[src/rtl/serial_word_receiver_if.sv]
// serial_word_receiver_if: serial bit stream in, parallel word handshake and status out
interface serial_word_receiver_if #(parameter int WIDTH = 8);
    logic             ser_in;
    logic             ser_valid;
    logic             ser_frame;
    logic [WIDTH-1:0] dout;
    logic             dout_valid;
    logic             dout_ready;
    logic             busy;
    logic             frame_err;
    logic             overrun;
    modport master (
        output ser_in, ser_valid, ser_frame, dout_ready,
        input  dout, dout_valid, busy, frame_err, overrun
    );
    modport slave (
        input  ser_in, ser_valid, ser_frame, dout_ready,
        output dout, dout_valid, busy, frame_err, overrun
    );
endinterface

[src/rtl/serial_word_receiver.sv]
// serial_word_receiver: assembles WIDTH-bit words from a framed serial stream into a one-entry holding register
module serial_word_receiver #(
    parameter int WIDTH     = 8,
    parameter bit MSB_FIRST = 1
) (
    input logic                   clock,
    input logic                   reset,
    serial_word_receiver_if.slave bus
);
    localparam int CW = $clog2(WIDTH + 1);
    typedef enum logic {IDLE, SHIFT} state_t;
    state_t           state, state_n;
    logic [CW-1:0]    count, count_inc, count_n;
    logic [WIDTH-1:0] sr, sr_n, dout, dout_n;
    logic             dout_valid, dout_valid_n, frame_err, frame_err_n, overrun, overrun_n;
    logic             accept, done, load;
    always_comb begin
        accept       = bus.ser_valid && (state == SHIFT || bus.ser_frame);
        sr_n         = !accept ? sr : MSB_FIRST ? {sr[WIDTH-2:0], bus.ser_in} : {bus.ser_in, sr[WIDTH-1:1]};
        // a frame marker always restarts the count; stale partial bits shift out before completion
        count_inc    = !accept ? count : bus.ser_frame ? CW'(1) : count + 1'b1;
        done         = accept && count_inc == CW'(WIDTH);
        count_n      = done ? '0 : count_inc;
        state_n      = done ? IDLE : accept ? SHIFT : state;
        load         = done && (!dout_valid || bus.dout_ready);
        dout_n       = load ? sr_n : dout;
        dout_valid_n = load || (dout_valid && !bus.dout_ready);
        frame_err_n  = bus.ser_valid && bus.ser_frame && state == SHIFT;
        overrun_n    = done && !load;
    end
    always_ff @(posedge clock) begin
        if (reset) begin
            state      <= IDLE;
            count      <= '0;
            sr         <= '0;
            dout       <= '0;
            dout_valid <= 1'b0;
            frame_err  <= 1'b0;
            overrun    <= 1'b0;
        end else begin
            state      <= state_n;
            count      <= count_n;
            sr         <= sr_n;
            dout       <= dout_n;
            dout_valid <= dout_valid_n;
            frame_err  <= frame_err_n;
            overrun    <= overrun_n;
        end
    end
    assign bus.dout       = dout;
    assign bus.dout_valid = dout_valid;
    assign bus.busy       = state == SHIFT;
    assign bus.frame_err  = frame_err;
    assign bus.overrun    = overrun;
endmodule

[src/flat_wrapper.sv]
// flat-port wrapper written by rule: the top's interface ports become plain ports
module serial_word_receiver_flat 
#(
    parameter int WIDTH     = 8,
    parameter bit MSB_FIRST = 1
)
  (clock, reset, bus_ser_in, bus_ser_valid, bus_ser_frame, bus_dout_ready, bus_dout, bus_dout_valid, bus_busy, bus_frame_err, bus_overrun);
  serial_word_receiver_if #(.WIDTH(WIDTH)) bus_i ();
  input logic clock;
  input logic reset;
  input wire logic [$bits(bus_i.ser_in)-1:0] bus_ser_in;
  input wire logic [$bits(bus_i.ser_valid)-1:0] bus_ser_valid;
  input wire logic [$bits(bus_i.ser_frame)-1:0] bus_ser_frame;
  input wire logic [$bits(bus_i.dout_ready)-1:0] bus_dout_ready;
  output wire logic [$bits(bus_i.dout)-1:0] bus_dout;
  output wire logic [$bits(bus_i.dout_valid)-1:0] bus_dout_valid;
  output wire logic [$bits(bus_i.busy)-1:0] bus_busy;
  output wire logic [$bits(bus_i.frame_err)-1:0] bus_frame_err;
  output wire logic [$bits(bus_i.overrun)-1:0] bus_overrun;
  assign bus_i.ser_in = bus_ser_in;
  assign bus_i.ser_valid = bus_ser_valid;
  assign bus_i.ser_frame = bus_ser_frame;
  assign bus_i.dout_ready = bus_dout_ready;
  assign bus_dout = bus_i.dout;
  assign bus_dout_valid = bus_i.dout_valid;
  assign bus_busy = bus_i.busy;
  assign bus_frame_err = bus_i.frame_err;
  assign bus_overrun = bus_i.overrun;
  serial_word_receiver #(.WIDTH(WIDTH), .MSB_FIRST(MSB_FIRST)) u_core (.clock(clock), .reset(reset), .bus(bus_i));
endmodule
[config.mk]
export PLATFORM = sky130hd
export DESIGN_NAME = serial_word_receiver_flat
export DESIGN_NICKNAME = d
export VERILOG_FILES = /design/src/rtl/serial_word_receiver_if.sv /design/src/rtl/serial_word_receiver.sv /design/src/flat_wrapper.sv
export SDC_FILE = /design/constraint.sdc
export NUM_CORES = 1
export LEC_CHECK = 0
export ABC_AREA = 1
export ABC_CLOCK_PERIOD_IN_PS = 1900
export CELL_PAD_IN_SITES_DETAIL_PLACEMENT = 0
export CELL_PAD_IN_SITES_GLOBAL_PLACEMENT = 2
export CORE_MARGIN = 10
export CORE_UTILIZATION = 28
export CTS_CLUSTER_DIAMETER = 60
export DETAILED_ROUTE_END_ITERATION = 16
export GPL_ROUTABILITY_DRIVEN = 0
export GPL_TIMING_DRIVEN = 1
export PLACE_DENSITY_LB_ADDON = 0.1
export SLEW_MARGIN = 15
export SYNTH_ARGS = -nofsm -noshare
export SYNTH_HDL_FRONTEND = slang
export SYNTH_SLANG_ARGS = --single-unit
[constraint.sdc]
create_clock -name clock -period 1.9 [get_ports clock]
set_clock_uncertainty 0.1 [all_clocks]
set_input_delay 0.475 -clock clock [delete_from_list [all_inputs] [get_ports clock]]
set_output_delay 0.475 -clock clock [all_outputs]
set_load 0.01 [all_outputs]
==> results of run 1 <==
-- cell families (layout without fill, tap and decap cells) --
kind of cell / after synthesis / in the layout / share of synthesized area [%]
AND/OR/NAND/NOR: 78 / 78 / 36.9
buffers and inverters: 29 / 65 / 10.6
flip-flops: 24 / 24 / 45.2
AO/OA/AOI/OAI: 13 / 13 / 6.12
adder cells (fa/ha/maj): 1 / 1 / 1.18
-- routing by layer --
metal  GRT usage, %  vias to the layer above
met5              0                        -
met2           12.9                       14
met4           3.40                        0
li1               -                      526
met3           2.29                        2
met1           10.0                      425
-- power by group through the flow --
stage	clock network (mW)	logic, mW	registers, mW
6_report	0.347	0.140	0.534
5_1_grt	0.375	0.159	0.537
4_1_cts	0.364	0.141	0.534
3_5_place_dp	0	0.136	0.545
3_3_place_gp	0	0.137	0.545
2_1_floorplan	0	0.0623	0.543
-- path summary, 6_finish.rpt --
path | startpoint | slack, ns | to | cells past startpoint
max | u_core.bus.busy | 0.10 | bus_busy | 1
min | u_core.bus.dout[5] | 0.41 | u_core.bus.dout[5] | 4
max reg2reg | u_core.count[0] | 0.24 | u_core.count[2] | 9
min reg2reg | u_core.bus.dout[5] | 0.41 | u_core.bus.dout[5] | 4
-- sequential cells by signal, summed over array words and instances (netlist names) --
register,count
u_core.count,4
u_core.bus.overrun,1
u_core.bus.frame_err,1
u_core.bus.dout,8
u_core.sr,8
u_core.bus.dout_valid,1
u_core.bus.busy,1
-- repair_timing --
action / 4_1_cts / 5_1_grt
pin swaps: 1 / 1
gates resized for setup: 6 / 4
buffers inserted: 1 / 0
endpoints found under the setup margin: 20 / 10
-- area by class of cell --
type,instances,area (um2)
well taps,48,60.1
inverters,26,97.6
repair buffers,35,332
fillers,404,2160
multi-input cells,92,475
flip-flops and latches,24,482
clock buffers,4,55.1
-- placed cells by master (no fill, tap or decap), drive strengths merged, types with 3 or more instances in the layout --
master / count
nand4: 10
or2: 8
clkbuf: 4
a21oi: 3
nor3: 3
nand3: 6
o21ai: 10
clkdlybuf4s50: 15
nor2: 25
buf: 18
inv: 26
nand2: 26
dfxtp: 24
-- metrics by stage --
stage	TNS, ns	hold slack, ns
global route	0	0.443
finish	0	0.410
global placement	-6.89	0.397
floorplan	0	0.397
detailed placement	-7.68	0.399
CTS	0	0.415
==> results_dict.tcl, run 1 <==
set metrics [dict create \
    floorplan.rows 22 \
    die-area_um2 6660 \
    drt_iter0_markers 22 \
    wl_um 2390 \
    number_of_design_rule_violations_left_after_detail_routing 0 \
    synth_enable_flop_cells 0 \
    critical_path_peak_fanout 6 \
    grt_antenna_before_repair 0 \
    cts_clk_pin_slew_worst_paths_ns 0.09 \
    post_synth.cell_area_avg_um2 7.33 \
    synth_largest_type_area_fraction_pct 45.2 \
    fraction_of_the_yosys_area_taken_by_sequential_cells_pct 45.2 \
    comb_power_share_pct 13.7 \
    crit_type "flop to output port" \
    antenna_left 0 \
    worstSetupEndpointType "output port" \
    net_switching_component_of_the_power_mw 0.240 \
    flow.area_growth_from_synthesis_pct 41.2 \
    route.top_layer_used "met4" \
    netSwitchingFraction_pct 23.5 \
    worst_ep_required_time_ns 1.32 \
    placeableCoreArea_um2 3660 \
    slew_headroom_pct 77.3 \
    rsz0062_at_grt "no" \
    cpPeakStageDelay_ns 0.56 \
    post-route-period-util_pct 94.5 \
    vias_per_instance 4.22 \
    cts.sinks 24 \
    timing.critical_path.max_delay_family "buffers and inverters" \
    met1_wire_length_um 1170 \
    critical_path.n_buffers_inverters 1 \
    hold_path_class "flop to flop" \
    placed_cell_area_um2 1420 \
    diodes 0 \
    chipWidth_um 81.6 \
    grt_first_pass_wirelength_um 4360 \
    post-route-min-period_ns 1.80 \
    cts_tree "built" \
    layout.nets 189 \
    instances_no_fill 229 \
    cts-buffers-inserted 3 \
    final_cell_area_um2 1500 \
    synthTopCellsByArea "dfxtp_1, nand2_1, nor2_1" \
    via_count_of_the_first_global_routing_pass 1017 \
    syn-instance-count 145 \
    drt_pre_antenna_iters 4 \
    grt_max_degree 14 \
    synth-main-ff-cell "dfxtp_1" \
    intPower_mw 0.781 \
    utilization_pct 41.0 \
    maxSlewViolCount 0 \
    grt_usage_pct 8.09 \
    outcome "completed" \
    arrival_ns 1.22 \
    max_cap_violations 0 \
    p_leak_nw 0.658 \
    drive_above_1_share_pct 20.4 \
    post_synth_instance_area_um2 1060 \
    clk_root_buffer_cell "clkbuf_8" \
    detailroute.via_count 967 \
    timing_hold_violations_final 0 \
    top_level_port_count 18 \
    setup_ws_ns 0.104 \
    report.power.total_mw 1.02 \
    synthesis_stage_register_bit_count 24 \
    place.detailed.hpwl_um 1850 \
    detailroute.wirelength.met2_um 1040 \
    share_clk_of_total_power_pct 34.0 \
    start_util_pct 29.0 \
    report.final.setup_viol 0 \
    place.detailed.instances 224 \
    biggest_area_consumer_among_synthesized_cells "dfxtp_1" \
    ir_worst_vdd_mv 0.297 \
    fp.dieH_um 81.6 \
    total_power_per_unit_cell_area_nw_per_um2 680 \
    worst_slew_pin_slew_ns 0.339 \
    met3_length_um 167 \
    postSynth.asyncResetShare_pct 0 \
    timing.critical_path.slowest_stage_cell "clkdlybuf4s50_1" \
    pre_cts_slack_ns -0.444 \
    grt-ovfl-total 0 \
    clk-insertion-delay-late_ns 0.26 \
    htree_num_levels 1 \
    critical_path.cell_chain "clkdlybuf4s50_1" \
    synthTopCellsByCount "dfxtp_1, nand2_1, nor2_1" \
    synth.lib_cells_used.distinct 22 \
    ys_warn_count 0 \
    launching_element_type_of_the_critical_path "flop" \
    cts_buffer_depth 2 \
    postCtsHoldBufs 0 \
    share_seq_of_total_power_pct 52.4 \
    wl_per_cell_um 10.4 \
    achievable-frequency_mhz 557 \
    placement.io_buffers 17 \
    syn-num-nets 152 \
]
Power figures use the tool's default switching activity.
==> run 2: changes to the inputs <==
Settings changed: CORE_MARGIN 10 to not set, CORE_UTILIZATION 28 to 30, CTS_BUF_LIST set to sky130_fd_sc_hd__clkbuf_8.
==> run 2 against run 1 <==
Global-route usage grew 6.2 points. Count of clock-buffer cells in the layout shrank 1. Flip-flop and latch count is the same. Via count shrank 0.21%. Fmax shrank 0.64%. Utilization grew 5.5 points. Worst setup slack lost 0.012 ns.
==> results_dict.tcl, run 2 (synthesized netlist as in run 1, its figures left out) <==
set metrics [dict create \
    holdCritStartpoint "u_core.bus.dout[2]" \
    cts-buffers-inserted 3 \
    placement.io_buffers 17 \
    drive_above_1_share_pct 23.4 \
    grt_max_degree 15 \
    utilization_pct 46.5 \
    cts_buffer_depth 2 \
    vias_per_instance 4.20 \
    share_seq_of_total_power_pct 47.2 \
    start_util_pct 31.6 \
    placeableCoreArea_um2 3360 \
    critical_path.cell_chain "clkdlybuf4s50_1" \
    cpPeakStageDelay_ns 0.56 \
    outcome "completed" \
    hold-worst-slack_ns 0.409 \
    setup_ws_ns 0.0925 \
    commonest_cells_after_routing_fill_and_taps_aside "nor2_1, dfxtp_1, nand2_1" \
    timing.critical_path.max_delay_family "buffers and inverters" \
    arrival_ns 1.23 \
    drt_pre_antenna_iters 4 \
    intPower_mw 0.886 \
    netSwitchingFraction_pct 22.0 \
    maxSlewViolCount 0 \
    drt_iter0_markers 37 \
    place.detailed.instances 225 \
    post-route-period-util_pct 95.1 \
    chipWidth_um 61.5 \
    slew_headroom_pct 84.7 \
    wl_um 2340 \
    rsz0062_at_grt "no" \
    grt-ovfl-total 0 \
    cts.sinks 24 \
    via_count_of_the_first_global_routing_pass 907 \
    timing.critical_path.slowest_stage_cell "clkdlybuf4s50_1" \
    report.final.setup_viol 0 \
    timing_hold_violations_final 0 \
    place.detailed.hpwl_um 1760 \
    htree_num_levels 1 \
    grt_first_pass_wirelength_um 4000 \
    holdPathEnd "u_core.bus.dout[2]" \
    layout.nets 192 \
    share_clk_of_total_power_pct 39.3 \
    antenna_left 0 \
    reg2reg_to "u_core.bus.dout[0]" \
    grt_antenna_before_repair 0 \
    r2r-start "u_core.count[0]" \
    net_switching_component_of_the_power_mw 0.250 \
    post-route-min-period_ns 1.81 \
    largest_registers "u_core.bus.dout: 8 flops, u_core.sr: 8 flops, u_core.count: 4 flops" \
    launching_element_type_of_the_critical_path "flop" \
    worst_slew_pin_slew_ns 0.228 \
    globalRouteMet2Util_pct 25.2 \
    hold_path_class "flop to flop" \
    r2r_setup_slack_ns 0.26 \
    grt_usage_pct 14.3 \
    number_of_design_rule_violations_left_after_detail_routing 0 \
    critical_path_peak_fanout 6 \
    cts_clk_pin_slew_worst_paths_ns 0.09 \
    crit_type "flop to output port" \
    placed_cell_area_um2 1440 \
    timing.reg2reg.worst_path_depth 8 \
    achievable-frequency_mhz 553 \
    comb_power_share_pct 13.5 \
    worstSetupEndpointType "output port" \
    max_cap_violations 0 \
    pre_cts_slack_ns -0.406 \
    floorplan.rows 21 \
    global_route_hottest_layer "met2" \
    flow.area_growth_from_synthesis_pct 46.9 \
    instances_no_fill 230 \
    clk_root_buffer_cell "clkbuf_8" \
    ir_worst_vdd_mv 0.460 \
    cts_tree "built" \
    detailroute.via_count 965 \
    hold_path_depth 4 \
    grt_use_met1_pct 17.6 \
    total_power_per_unit_cell_area_nw_per_um2 726 \
    diodes 0 \
    postCtsHoldBufs 0 \
    p_leak_nw 0.696 \
    grt.met3_usage_pct 3.15 \
    die-area_um2 3790 \
    clk-insertion-delay-late_ns 0.26 \
    fp.dieH_um 61.5 \
    critical_path.n_buffers_inverters 1 \
    wl_per_cell_um 10.2 \
    worst_ep_required_time_ns 1.32 \
    final_cell_area_um2 1560 \
    top_level_port_count 18 \
]
-- run 2: cell types whose count changed in the layout (fill, tap and decap cells not counted), moves of 2 or more --
cell     change
nand2_2      -2
o21ai_0      -3
nand2_4      +2
o21ai_1      +2
buf_4        +3
-- run 2: timing repair --
action                                  4_1_cts  5_1_grt
pin swaps                                     1        2
setup buffers                                 1        0
endpoints found under the setup margin       14       19
gates resized for setup                       4       14
-- run 2: worst max-delay path by stage --
| stage | start | end | slack, ns | cells past startpoint |
|---|---|---|---|---|
| final | u_core.bus.busy | bus_busy | 0.09 | 1 |
| after global routing | u_core.bus.busy | bus_busy | 0.05 | 1 |
| after CTS | bus_ser_valid | u_core.bus.dout[5] | 0.02 | 8 |
| after detailed placement | bus_ser_valid | u_core.bus.dout[2] | -0.41 | 8 |
| after global placement | bus_ser_valid | u_core.bus.dout[2] | -0.35 | 8 |
| after floorplan | bus_ser_valid | u_core.count[2] | 0.35 | 9 |
-- run 2: final cells by class --
| cell class | instances | area (um2) |
|---|---|---|
| Fill cell | 373 | 1800 |
| Timing Repair Buffer | 38 | 358 |
| Tap cell | 46 | 57.6 |
| Multi-Input combinational cell | 92 | 497 |
| Clock buffer | 3 | 41.3 |
| Sequential cell | 24 | 482 |
| Inverter | 26 | 97.6 |
| Clock inverter | 1 | 30.0 |
-- run 2: worst min-delay path: stages, from the launching register on --
cell and delay, ns:
dfxtp_1 0.32, inv_1 0.04, nand2_1 0.04, inv_1 0.04
nor2_1 0.03
-- run 2: per-layer routing --
layer | vias up | part of all wire, %
met5 | - | 0
met4 | 0 | 0.47
met3 | 2 | 3.3
met2 | 14 | 48
met1 | 421 | 48
li1 | 528 | -
-- run 2: per-stage QoR --
step | power (mW) | setup TNS (ns)
6_report | 1.14 | 0
5_1_grt | 1.19 | 0
4_1_cts | 1.14 | 0
3_5_place_dp | 0.688 | -6.80
3_3_place_gp | 0.686 | -6.07
2_1_floorplan | 0.605 | 0
-- run 2: power groups by stage --
stage	Clock, mW	Sequential [mW]	Combinational, mW
6_report	0.446	0.536	0.153
3_3_place_gp	0	0.545	0.141
4_1_cts	0.463	0.534	0.147
3_5_place_dp	0	0.545	0.143
5_1_grt	0.480	0.539	0.172
2_1_floorplan	0	0.543	0.0623
